## config.mk

```make
export PLATFORM = sky130hd
export DESIGN_NAME = serial_subtractor
export DESIGN_NICKNAME = d
export VERILOG_FILES = /design/src/rtl/arith_pkg.sv /design/src/rtl/serial_sub_digit.sv /design/src/rtl/serial_subtractor.sv
export SDC_FILE = /design/constraint.sdc
export NUM_CORES = 1
export LEC_CHECK = 0
export ABC_CLOCK_PERIOD_IN_PS = 5150
export BUFFER_PORTS_ARGS = -buffer_cell sky130_fd_sc_hd__buf_2
export CORE_AREA = 2 2 75 77
export DETAILED_ROUTE_END_ITERATION = 8
export DIE_AREA = 0 0 77 79
export PLACE_DENSITY_LB_ADDON = 0.25
export SLEW_MARGIN = 20
export SYNTH_ARGS = -nofsm -noshare
export SYNTH_HDL_FRONTEND = slang
export SYNTH_SLANG_ARGS = --single-unit
```

## constraint.sdc

```tcl
create_clock -name clk -period 5.15 [get_ports clk]
set_clock_uncertainty 0.15 [all_clocks]
set_input_delay 0.7725 -clock clk [delete_from_list [all_inputs] [get_ports clk]]
set_output_delay 0.7725 -clock clk [all_outputs]
set_load 0.1 [all_outputs]
```

## src/rtl/arith_pkg.sv

```systemverilog
// Shared arithmetic definitions for the serial subtractor.
//   sub_state_t : controller states (IDLE, RUN, DONE)
//   cnt_width() : width of the digit counter for n digits, never below 1 bit
package arith_pkg;

   typedef enum logic [1:0] {
      IDLE = 2'd0,
      RUN  = 2'd1,
      DONE = 2'd2
   } sub_state_t;

   // A single-digit operation still needs a 1-bit counter to exist.
   function automatic int cnt_width(input int n);
      return (n <= 1) ? 1 : $clog2(n);
   endfunction

endpackage

```

## src/rtl/serial_sub_digit.sv

```systemverilog
// One DIGIT-bit slice of a ripple-borrow subtractor (purely combinational).
//   x  : minuend digit
//   y  : subtrahend digit
//   bi : borrow into the least significant bit of the digit
//   d  : difference digit, (x - y - bi) mod 2^DIGIT
//   bo : borrow out of the most significant bit of the digit
module serial_sub_digit #(
   parameter int DIGIT = 1
) (
   input  logic [DIGIT-1:0] x,
   input  logic [DIGIT-1:0] y,
   input  logic             bi,
   output logic [DIGIT-1:0] d,
   output logic             bo
);

   // chain[k] is the borrow into bit k; chain[DIGIT] leaves the digit.
   logic [DIGIT:0] chain;

   always_comb begin
      chain    = '0;
      d        = '0;
      chain[0] = bi;
      for (int k = 0; k < DIGIT; k++) begin
         d[k]       = x[k] ^ y[k] ^ chain[k];
         chain[k+1] = (~x[k] & y[k]) | (~x[k] & chain[k]) | (y[k] & chain[k]);
      end
   end

   assign bo = chain[DIGIT];

endmodule

```

## src/rtl/serial_subtractor.sv

```systemverilog
// Multi-cycle ripple-borrow subtractor: diff = a - b - bin, DIGIT bits per
// clock, least significant digit first.
//   clk, rst_n          : rising-edge clock, asynchronous active-low reset
//   in_valid / in_ready : operand handshake; a transfer happens on an edge
//                         where both are high (in_ready is high only in IDLE)
//   a, b, bin           : minuend, subtrahend, borrow-in (captured on accept)
//   out_valid/out_ready : result handshake; a transfer happens on an edge
//                         where both are high (out_valid is high only in DONE)
//   diff, bout          : (a - b - bin) mod 2^WIDTH and the final borrow;
//                         held until the next completed operation or reset
//   state               : current controller state, for observation only
// A source holds valid and its data until ready is seen on a clock edge;
// ready never depends combinationally on valid.
module serial_subtractor
   import arith_pkg::*;
#(
   parameter int WIDTH = 16,
   parameter int DIGIT = 1
) (
   input  logic             clk,
   input  logic             rst_n,
   input  logic             in_valid,
   output logic             in_ready,
   input  logic [WIDTH-1:0] a,
   input  logic [WIDTH-1:0] b,
   input  logic             bin,
   output logic             out_valid,
   input  logic             out_ready,
   output logic [WIDTH-1:0] diff,
   output logic             bout,
   output logic [1:0]       state
);

   localparam int N     = WIDTH / DIGIT;
   localparam int CNT_W = cnt_width(N);
   localparam logic [CNT_W-1:0] LAST = CNT_W'(N - 1);

   if ((WIDTH % DIGIT) != 0) begin : g_bad_digit
      $error("serial_subtractor: DIGIT must divide WIDTH");
   end

   sub_state_t       cur_state;
   sub_state_t       nxt_state;
   logic             accept;
   logic [WIDTH-1:0] a_sh;
   logic [WIDTH-1:0] b_sh;
   logic [WIDTH-1:0] res_sh;
   logic [WIDTH-1:0] res_next;
   logic             borrow;
   logic [CNT_W-1:0] cnt;
   logic [WIDTH-1:0] diff_q;
   logic             bout_q;
   logic [DIGIT-1:0] dig_d;
   logic             dig_bo;

   serial_sub_digit #(.DIGIT(DIGIT)) u_digit (
      .x  (a_sh[DIGIT-1:0]),
      .y  (b_sh[DIGIT-1:0]),
      .bi (borrow),
      .d  (dig_d),
      .bo (dig_bo)
   );

   // New digits enter at the top and move down, so after N steps the
   // first (least significant) digit sits at bit 0.
   logic [WIDTH+DIGIT-1:0] res_cat;
   assign res_cat  = {dig_d, res_sh};
   assign res_next = res_cat[WIDTH+DIGIT-1:DIGIT];

   always_ff @(posedge clk or negedge rst_n) begin
      if (!rst_n) begin
         cur_state <= IDLE;
      end else begin
         cur_state <= nxt_state;
      end
   end

   always_comb begin
      nxt_state = cur_state;
      in_ready  = 1'b0;
      out_valid = 1'b0;
      accept    = 1'b0;
      case (cur_state)
         IDLE: begin
            in_ready = 1'b1;
            if (in_valid) begin
               accept    = 1'b1;
               nxt_state = RUN;
            end
         end
         RUN: begin
            if (cnt == LAST) begin
               nxt_state = DONE;
            end
         end
         DONE: begin
            out_valid = 1'b1;
            if (out_ready) begin
               nxt_state = IDLE;
            end
         end
         default: begin
            nxt_state = IDLE;
         end
      endcase
   end

   always_ff @(posedge clk or negedge rst_n) begin
      if (!rst_n) begin
         a_sh   <= '0;
         b_sh   <= '0;
         res_sh <= '0;
         borrow <= 1'b0;
         cnt    <= '0;
         diff_q <= '0;
         bout_q <= 1'b0;
      end else if (accept) begin
         a_sh   <= a;
         b_sh   <= b;
         res_sh <= '0;
         borrow <= bin;
         cnt    <= '0;
      end else if (cur_state == RUN) begin
         a_sh   <= a_sh >> DIGIT;
         b_sh   <= b_sh >> DIGIT;
         res_sh <= res_next;
         borrow <= dig_bo;
         cnt    <= cnt + CNT_W'(1);
         // The published result only changes on the final digit, so diff
         // and bout stay stable across RUN and DONE of the next operation.
         if (cnt == LAST) begin
            diff_q <= res_next;
            bout_q <= dig_bo;
         end
      end
   end

   assign diff  = diff_q;
   assign bout  = bout_q;
   assign state = cur_state;

endmodule

```

==> impl_results.md <==
* Final Cell Area at around 3500 um2
* Max_cap viols at 0
* CP endpoint kind: register
* Final Max Slew Viols at 0
* Share of cells above drive strength 1 at 28.74%
* Crit-path max cell delay at 0.94 ns
* DRC violations left at 0
* Final core occ at around 65%
* Outcome: finished clean
* CP cell instances: nor2b_4, and4_1, mux2_2
* Gpl congestion at approximately 0.74
* CTS sink count at 71
* Post-synthesis mux area share at 7.793%
* CTS tree: done
* WS Path Type: reg -> reg
* Area Overhead vs Synth at 17.70%
* Syn Inst Count at about 280
* Worst-margin pin slew at 1.041 ns
* Final Non-Filler Cells at about 400
* Hold-fix buffers, CTS at 0
* DRT antenna net count at 0
* P_int at between 1000 and 1500 uW
* Share of the synthesized area in the top cell type at approximately three fifths
* Clk Latency, worst-skew pair at ~0.33 ns
* Req. time, crit path at ~5.2 ns
* Post-Synth XOR/XNOR Area at 0%
* Worst vdd rail ir drop at 367.7 uV
* Core outline area at 5338 um2
* Cell area power density at 742.4 nW/um2
* GRT Total Usage at between 10% and 20%
* Sw Pwr at between 1000 and 1500 uW
* RSZ-0062 raised after global routing: no
* Final setup fails at 0
* Detailed Routing Iterations Pass 1 at 5
* Post-Synth Adder-Cell Area at around 1.1%
* CP delay by family, top: simple AND/OR/NAND/NOR gates
* Placed inst area at approximately 3300 um2
* Dpl hpwl at ~3500 um
* Mean post-synth cell area at between 10 and 15 um2
* CP Buf/Inv Count at 0
* Gate power share at between 40% and 50%
* Area of the mapped netlist at just under 3000 um2
* Top post-synthesis cells by area: dfrtp_1 60%, nand2_1 12%, a22oi_1 7.9%
* # diodes at 0
* Sequential cell area fraction in the yosys report at between 60 and 70%
* Leading cell type in the layout, fill and taps excluded: nand2_1
* Ports at 58
* Fin crit share at 59.78%
* Leak Pwr at 0.001787 uW
* Dpl cells at between 300 and 400
* Switching share of power at between 40 and 50%
* Initial antenna violation count at 0
* TritonCTS buffer count at 9
* Syn. warnings at 0
* H-tree lvl count at 3
* Final wirelength at around 5500 um
* Post-CTS resize count at 0
* Initial Util at ~55%
* Critical Path Slowest Stage Cell: and4_1
* Area of the multi-input gates at approximately 1100 um2
* Die X at just under 80 um
* DR vias at ~2.1k
* Most frequent cells in the layout: 98 x nand2_1, 71 x dfrtp_1, 57 x buf_2
* IO buf count at 57
* Final hold violation count at 0
* Seq. cell area at 1777 um2
* Die Y at about 79 um
* Worst hold path type: reg -> reg
* Wire length per cell at 13.63 um
* Clock tree buffer depth at 2
* Post-synthesis simple-gate area fraction at approximately 18%
* Setup TNS at 0 ns
* Via density per instance at approximately 5.3
* Main combinational cell family by area after synthesis: simple AND/OR/NAND/NOR gates
* Hold WS at 0.3291 ns
* Post-CTS Setup Repair Bufs at 0
* Post-route minimum period at approximately 3 ns
* Drt first-iter violations at approximately 220
* Worst endpoint data arrival time at about 3.2 ns
* F_max at between 300 and 400 MHz
* Sequential power share at between 30% and 40%
* Post-synth net total at between 300 and 400
* Die ar. at slightly above 6000 um2
* Yosys cell types at 27
* Synth Area in Compound Gates at 9.064%
* Largest net degree at the start of global routing at around 70
* Layout filler cell count at 469
* Global route overflow at 0
* First-pass GRT wire length at between 9000 and 10,000 um
* Critical Path Fanout Max at 48
* Layout Nets at about 370
* Top cell type by total area after synthesis: dfrtp_1
* Worst Setup Start Kind: register
* CTS clock-pin slew for the worst setup and hold paths at 0.07 ns
* CTS root buffer: clkbuf_8
* Clk pwr share at 17.6%
* Worst rel slew slack at 30.46%
* Number of global-route vias before repair at just under 2k
* Synth Register Bits at just over 70
* Rows at 27
-- Yosys cell counts --
cell / n
and4_1: 1
clkbuf_1: 11
o21ai_0: 4
or3b_2: 1
nand3_1: 19
a21o_1: 1
mux2_2: 8
nor2b_1: 1
fa_1: 1
nand2_1: 98
buf_6: 1
mux2i_1: 2
buf_2: 4
o21bai_1: 1
ha_1: 1
and3_1: 1
dfrtp_1: 71
buf_12: 1
a22oi_1: 31
inv_1: 3
nand2b_1: 1
nor3b_2: 1
mux2_4: 8
nand3b_1: 1
nor2b_4: 1
nand4_1: 1
nor2_1: 1
-- state kept, by name (all words and copies together) (netlist names) --
name and cells:
res_sh 15, cnt 4, borrow 1, a_sh 16, bout 1, diff 16
state 2, b_sh 16
-- cell families (layout without fill, tap and decap cells) --
logic type / after synthesis / in the layout
fa+ha+maj: 2 / 2
flops: 71 / 71
simple gates: 127 / 127
compound gates: 37 / 37
mux: 18 / 18
buf+inv: 20 / 79
-- area by class of cell --
class,count,share of cell area [%]
flip-flops and latches,71,51.10
multi-input cells,184,31.16
repair buffers,60,8.852
clock buffers,11,4.354
well taps,72,2.591
clock inverters,5,1.619
inverters,3,0.3239
-- worst register-to-register path, stage by stage (launching register included) --
cell and delay, ns:
dfrtp_1 0.53, nor2b_4 0.91, and4_1 0.96, mux2_2 0.41
-- metrics by stage --
stage	worst slack, ns	power (uW)
after floorplan	1.710	1923
after global placement	2.125	2108
after detailed placement	2.020	2152
after CTS	2.044	2604
after global routing	1.847	2746
final	2.071	2581
-- power by group through the flow --
stage	combinational [uW]	clock, uW	sequential, uW
finish	1170	453	961
global route	1260	491	995
CTS	1180	463	962
detailed placement	1180	0	971
global placement	1150	0	957
floorplan	511	0	1410
-- worst paths after layout --
path,endpoint,slack [ns],depth (start not counted),startpoint
max in group asynchronous,a_sh[10],3.79,2,rst_n
worst min register to register,a_sh[2],0.33,2,a_sh[2]
worst min-delay path,a_sh[2],0.33,2,a_sh[2]
min in group asynchronous,bout,0.51,2,rst_n
worst max-delay path,diff[4],2.07,3,state[0]
worst max register to register,diff[4],2.07,3,state[0]
-- per-layer routing --
| metal | part of all wire, % | vias up | global-route usage, % | routed length (um) |
|---|---|---|---|---|
| met3 | 5.1 | 5 | 6.023 | 282 |
| met4 | 0.87 | 0 | 5.893 | 48 |
| met5 | 0 | - | 0 | 0 |
| li1 | - | 1036 | - | - |
| met2 | 47 | 68 | 30.35 | 2576 |
| met1 | 47 | 1038 | 27.92 | 2624 |
Note: power is estimated with default switching activity, not from simulation.
